[src/rtl/riscv_pkg.sv]
// Shared RISC-V front-end definitions: datapath width, default reset vector
// and the fetch FSM state encoding.
package riscv_pkg;

  localparam int XLEN = 32;

  localparam logic [XLEN-1:0] RESET_PC_DEFAULT = 32'h0000_0000;

  typedef enum logic [1:0] {
    FETCH_REQ   = 2'd0,
    FETCH_WAIT  = 2'd1,
    FETCH_VALID = 2'd2,
    FETCH_DROP  = 2'd3
  } fetch_state_e;

  function automatic logic is_misaligned(input logic [XLEN-1:0] addr);
    return (addr[1:0] != 2'b00);
  endfunction

endpackage

[src/rtl/fetch_unit_if.sv]
// Instruction memory request/response bus between the fetch unit (master)
// and the instruction memory (slave).
interface fetch_unit_if;

  logic                       req;
  logic [riscv_pkg::XLEN-1:0] addr;
  logic                       gnt;
  logic                       rvalid;
  logic [riscv_pkg::XLEN-1:0] rdata;

  modport master (
    output req,
    output addr,
    input  gnt,
    input  rvalid,
    input  rdata
  );

  modport slave (
    input  req,
    input  addr,
    output gnt,
    output rvalid,
    output rdata
  );

endinterface

[src/rtl/fetch_unit.sv]
// Single-outstanding instruction fetch unit: requests one word at pc, presents
// it downstream, and restarts cleanly on flush (dropping any stale response).
module fetch_unit
  import riscv_pkg::*;
#(
  parameter logic [XLEN-1:0] RESET_PC = RESET_PC_DEFAULT
) (
  input  logic            clk,
  input  logic            rst_n,
  input  logic [XLEN-1:0] pc_next,
  input  logic            flush,
  input  logic [XLEN-1:0] flush_pc,
  input  logic            inst_ready,
  output logic [XLEN-1:0] pc,
  output logic [XLEN-1:0] inst,
  output logic            inst_valid,
  output logic            inst_misaligned,
  fetch_unit_if.master    imem
);

  fetch_state_e    state_r;
  fetch_state_e    state_s;
  logic [XLEN-1:0] pc_r;
  logic [XLEN-1:0] pc_s;
  logic [XLEN-1:0] inst_r;
  logic [XLEN-1:0] inst_s;
  logic            misaligned_r;
  logic            misaligned_s;

  // State, pc, instruction and misalignment registers.
  always_ff @(posedge clk or negedge rst_n) begin
    if (!rst_n) begin
      state_r      <= FETCH_REQ;
      pc_r         <= RESET_PC;
      inst_r       <= 32'h0000_0000;
      misaligned_r <= 1'b0;
    end else begin
      state_r      <= state_s;
      pc_r         <= pc_s;
      inst_r       <= inst_s;
      misaligned_r <= misaligned_s;
    end
  end

  // Next-state logic; flush always wins and only redirects pc.
  always_comb begin
    state_s      = state_r;
    pc_s         = pc_r;
    inst_s       = inst_r;
    misaligned_s = misaligned_r;
    case (state_r)
      FETCH_REQ: begin
        if (is_misaligned(pc_r)) begin
          // No bus request; the fault is presented in place of an instruction.
          if (flush) begin
            pc_s = flush_pc;
          end else begin
            state_s      = FETCH_VALID;
            inst_s       = 32'h0000_0000;
            misaligned_s = 1'b1;
          end
        end else if (flush) begin
          pc_s = flush_pc;
          if (imem.gnt) begin
            state_s = FETCH_DROP;
          end else begin
            state_s = FETCH_REQ;
          end
        end else if (imem.gnt) begin
          state_s = FETCH_WAIT;
        end else begin
          state_s = FETCH_REQ;
        end
      end
      FETCH_WAIT: begin
        if (flush) begin
          pc_s = flush_pc;
          if (imem.rvalid) begin
            state_s = FETCH_REQ;
          end else begin
            state_s = FETCH_DROP;
          end
        end else if (imem.rvalid) begin
          inst_s  = imem.rdata;
          state_s = FETCH_VALID;
        end else begin
          state_s = FETCH_WAIT;
        end
      end
      FETCH_VALID: begin
        if (flush) begin
          pc_s         = flush_pc;
          misaligned_s = 1'b0;
          state_s      = FETCH_REQ;
        end else if (inst_ready) begin
          pc_s         = pc_next;
          misaligned_s = 1'b0;
          state_s      = FETCH_REQ;
        end else begin
          state_s = FETCH_VALID;
        end
      end
      FETCH_DROP: begin
        if (flush) begin
          pc_s = flush_pc;
        end else begin
          pc_s = pc_r;
        end
        if (imem.rvalid) begin
          state_s = FETCH_REQ;
        end else begin
          state_s = FETCH_DROP;
        end
      end
      default: begin
        state_s = FETCH_REQ;
      end
    endcase
  end

  // Bus strobe and valid decode; rst_n gates the request while in reset.
  always_comb begin
    imem.addr  = pc_r;
    imem.req   = 1'b0;
    inst_valid = 1'b0;
    if (rst_n && (state_r == FETCH_REQ) && !is_misaligned(pc_r)) begin
      imem.req = 1'b1;
    end else begin
      imem.req = 1'b0;
    end
    if ((state_r == FETCH_VALID) && !flush) begin
      inst_valid = 1'b1;
    end else begin
      inst_valid = 1'b0;
    end
  end

  assign pc              = pc_r;
  assign inst            = inst_r;
  assign inst_misaligned = misaligned_r;

endmodule
[src/flat_wrapper.sv]
// flat-port wrapper written by rule: the top's interface ports become plain ports
module fetch_unit_flat import riscv_pkg::*;
#(
  parameter logic [XLEN-1:0] RESET_PC = RESET_PC_DEFAULT
)
  (clk, rst_n, pc_next, flush, flush_pc, inst_ready, pc, inst, inst_valid, inst_misaligned, imem_req, imem_addr, imem_gnt, imem_rvalid, imem_rdata);
  fetch_unit_if imem_i ();
  input  logic clk;
  input  logic rst_n;
  input  logic [XLEN-1:0] pc_next;
  input  logic flush;
  input  logic [XLEN-1:0] flush_pc;
  input  logic inst_ready;
  output logic [XLEN-1:0] pc;
  output logic [XLEN-1:0] inst;
  output logic inst_valid;
  output logic inst_misaligned;
  output wire logic [$bits(imem_i.req)-1:0] imem_req;
  output wire logic [$bits(imem_i.addr)-1:0] imem_addr;
  input wire logic [$bits(imem_i.gnt)-1:0] imem_gnt;
  input wire logic [$bits(imem_i.rvalid)-1:0] imem_rvalid;
  input wire logic [$bits(imem_i.rdata)-1:0] imem_rdata;
  assign imem_req = imem_i.req;
  assign imem_addr = imem_i.addr;
  assign imem_i.gnt = imem_gnt;
  assign imem_i.rvalid = imem_rvalid;
  assign imem_i.rdata = imem_rdata;
  fetch_unit #(.RESET_PC(RESET_PC)) u_core (.clk(clk), .rst_n(rst_n), .pc_next(pc_next), .flush(flush), .flush_pc(flush_pc), .inst_ready(inst_ready), .pc(pc), .inst(inst), .inst_valid(inst_valid), .inst_misaligned(inst_misaligned), .imem(imem_i));
endmodule
[config.mk]
export PLATFORM = sky130hd
export DESIGN_NAME = fetch_unit_flat
export DESIGN_NICKNAME = d
export VERILOG_FILES = /design/src/rtl/riscv_pkg.sv /design/src/rtl/fetch_unit_if.sv /design/src/rtl/fetch_unit.sv /design/src/flat_wrapper.sv
export SDC_FILE = /design/constraint.sdc
export NUM_CORES = 1
export LEC_CHECK = 0
export CAP_MARGIN = 20
export CORE_ASPECT_RATIO = 0.9
export CORE_MARGIN = 2
export CORE_UTILIZATION = 35
export CTS_BUF_LIST = sky130_fd_sc_hd__clkbuf_2 sky130_fd_sc_hd__clkbuf_4 sky130_fd_sc_hd__clkbuf_8
export CTS_CLUSTER_SIZE = 20
export DETAILED_ROUTE_END_ITERATION = 7
export PLACE_DENSITY_LB_ADDON = 0.1
export SLEW_MARGIN = 15
export SYNTH_ARGS = -nofsm -noshare
export SYNTH_HDL_FRONTEND = slang
export SYNTH_SLANG_ARGS = --single-unit
[constraint.sdc]
create_clock -name clk -period 1.7 [get_ports clk]
set_clock_uncertainty 0.15 [all_clocks]
set_input_delay 0.51 -clock clk [delete_from_list [all_inputs] [get_ports clk]]
set_output_delay 0.51 -clock clk [all_outputs]
set_load 0.02 [all_outputs]
==> run summary <==
CTS Root Cell -> clkbuf_8
Die width -> 107 um
Complex-gate fraction of the synthesized area -> 12.7%
Final count of pins violating max slew -> 0
Placer Congestion -> 0.794
Area delta synth->final -> 59.9%
Port bufs -> 200
# Max-Cap Violations -> 0
Hold depth -> 2
Die area -> 10400 um2
Syn_nets -> 411
Dpl cell area -> 5330 um2
PwrDens -> 1150 nW/um2
Post-Route WL -> 9920 um
Gr ovfl total -> 0
Hpwl dp -> 6560 um
Number of synthesized flops with an enable pin -> 0
Failing checks -> negative setup slack
Multi-input gate area -> 1230 um2
Ys flop type -> dfrtp_1
Leakage -> 2.51 nW
Num CTS Buffers -> 9
# IOs -> 201
Top delay family on crit path -> flip-flops
CTS tree -> done
First-pass GRT wire length -> 15000 um
Initial Utilization -> 36.4%
Max rail drop VDD -> 561 uV
Fmax -> 537 MHz
Final net count -> 599
Register area -> 1680 um2
CTS H-tree lvls -> 3
Hold_ws -> 0.368 ns
Total GRT Usage -> 18.3%
Max incr delay on CP -> 0.45 ns
RSZ-0062 raised after global routing -> yes
Worst r2r path cells -> 5
Share of cells above drive strength 1 -> 37.7%
Largest family of logic cells by synthesized area -> buffers and inverters
Avg Cell Area, Syn -> 11.0 um2
Placeable Area -> 9250 um2
DR iter-0 viols -> 95
Final Setup Violations -> 34
Critical Path Slowest Stage Cell -> dfrtp_2
Hold endpoint -> u_core.inst[19]
Worst endpoint required time -> 1.04 ns
Synth Area in Adders -> 0.743%
Setup crit end kind -> primary output
Sequential share of the synthesized area -> 49.8%
# clock sinks -> 67
Final period util -> 110%
R2r setup slk -> -0.12 ns
Drt wl/cell -> 16.0 um
Post-synthesis mux area share -> 9.51%
WP data arrival -> 1.20 ns
Clk pin slew, worst setup/hold paths -> 0.07 ns
Critical R2R Capture -> u_core.inst[1]
Mapped cell area -> 3370 um2
Post-synthesis xor/xnor area fraction -> 0%
Vias in the first global route -> 2950
First-pass DRT Iterations -> 4
CP max FO -> 5
Finished Cell Area -> 5380 um2
Outcome -> complete, but fails checks
Final hold violations -> 0
Critical Path Start Type -> register
Max_slew headroom -> 42.6%
CP bufs+invs -> 1
Yosys warns -> 0
Worst path cell trace -> nor2_2 > and3_4 > buf_6
Post-Synth Simple-Gate Area -> 12.0%
# diodes -> 0
Clk buf depth -> 2
Fillers -> 810
WS Path Type -> reg2out
Hold Path Class -> reg2reg
Rows -> 33
Gate Count Post-Synth -> 307
Vias per cell -> 4.58
FFs w/ async S/R, synth -> 100%
PnR worst setup slack -> -0.163 ns
Fin crit period -> 1.86 ns
DIE HEIGHT -> 97.0 um
Synth unique cells -> 26
Worst Max-Slew Pin Slew -> 0.862 ns
Via count -> 2847
RR Startpoint -> u_core.state_r[1]
Initial antenna violation count -> 0
Antenna Violating Nets Remaining -> 0
Largest net degree at the start of global routing -> 67
# DRC -> 0
HP Start -> u_core.inst[19]
Clock latency on the worst-skew pair -> 0.33 ns
Register bit total from synthesis -> 67
## routing by layer
layer  GRT usage, %  vias to the layer above  wire length (um)
met3           4.99                       11               669
met4           5.13                        0               113
met2           29.3                      116              4810
li1               -                     1375                 -
met5              0                        -                 0
met1           24.3                     1345              4330
## report_power, final
group / internal (mW) / switching [mW] / total [mW]
Combinational: 1.42 / 1.49 / 2.91
Clock: 0.553 / 0.601 / 1.15
Sequential: 1.91 / 0.221 / 2.13
Total: 3.88 / 2.31 / 6.19
## cell usage in the layout, fill, tap and decap left out, types with 2 or more instances in the layout
master           instances
mux2i_1                 31
ha_1                     2
buf_6                   13
clkbuf_16                3
clkdlybuf4s50_1         97
o21ai_0                  2
dfrtp_1                 65
nand2b_1                32
inv_1                   35
clkbuf_8                10
dfrtp_2                  2
dlygate4sd2_1            2
nand2_1                 32
clkinvlp_4               2
nor2_1                   3
clkinv_2                 3
buf_2                   48
o221a_2                 31
clkbuf_2                26
buf_12                   4
nand2b_4                 2
nor3_2                   2
clkdlybuf4s15_2         21
buf_4                   12
## registers in the layout, summed over array words and instances, names as in the netlist
register,cells
u_core.imem.addr,32
u_core.inst,32
u_core.state_r,2
u_core.inst_misaligned,1
## final cells by class
| type | count | share of cell area (%) |
|---|---|---|
| repair buffers | 229 | 37.6 |
| well taps | 122 | 2.84 |
| multi-input cells | 153 | 22.8 |
| clock inverters | 5 | 0.558 |
| clock buffers | 10 | 2.56 |
| flip-flops and latches | 67 | 31.2 |
| inverters | 35 | 2.44 |
## per-stage QoR
step           TNS (ns)  util [%]  total power, mW  instances  setup WS, ns
5_1_grt           -5.18      58.2             6.54        621        -0.232
3_5_place_dp     -31.92      57.6             5.12        595        -0.651
3_3_place_gp     -32.23      57.6             5.10        595        -0.647
2_1_floorplan         0         -             3.87        307        0.0323
6_report          -3.55      58.2             6.19        621        -0.163
4_1_cts           -3.50      60.7             6.24        614        -0.207
## cell usage after synthesis, types with 2 or more instances
master | instances | area (um2)
dfrtp_1 | 67 | 1680
inv_1 | 35 | 131
nand2b_1 | 34 | 213
buf_4 | 33 | 248
nand2_1 | 33 | 124
mux2i_1 | 32 | 320
o221a_2 | 32 | 360
clkbuf_1 | 8 | 30.0
buf_2 | 7 | 35.0
nor2_1 | 5 | 18.8
buf_12 | 3 | 60.1
and3_1 | 2 | 12.5
ha_1 | 2 | 25.0
o21ai_0 | 2 | 10.0
## cells by family after synthesis
family | count (synthesis)
flops | 67
compound gates | 40
mux | 32
buf+inv | 87
fa+ha+maj | 2
simple gates | 79
## worst max-delay path by stage
stage	slack, ns	endpoint	from	cells past startpoint
floorplan	0.03	inst_valid	flush	3
global placement	-0.65	inst_valid	flush	3
detailed placement	-0.65	inst_valid	flush	3
CTS	-0.21	imem_req	u_core.state_r[0]	3
global route	-0.23	imem_req	u_core.state_r[0]	3
finish	-0.16	imem_req	u_core.state_r[0]	3
## tightest hold or removal path, stage by stage, from the launching register on
cell     delay [ns]
dfrtp_1        0.38
inv_1          0.05
mux2i_1        0.05
## timing repair
action	CTS	global route
setup endpoints to repair	165	140
cloned	0	6
hold buffers	1	0
endpoints found under the hold margin	1	0
gates resized for setup	295	86
buffers inserted	4	2
pin swaps	2	3
Power figures use the tool's default switching activity.
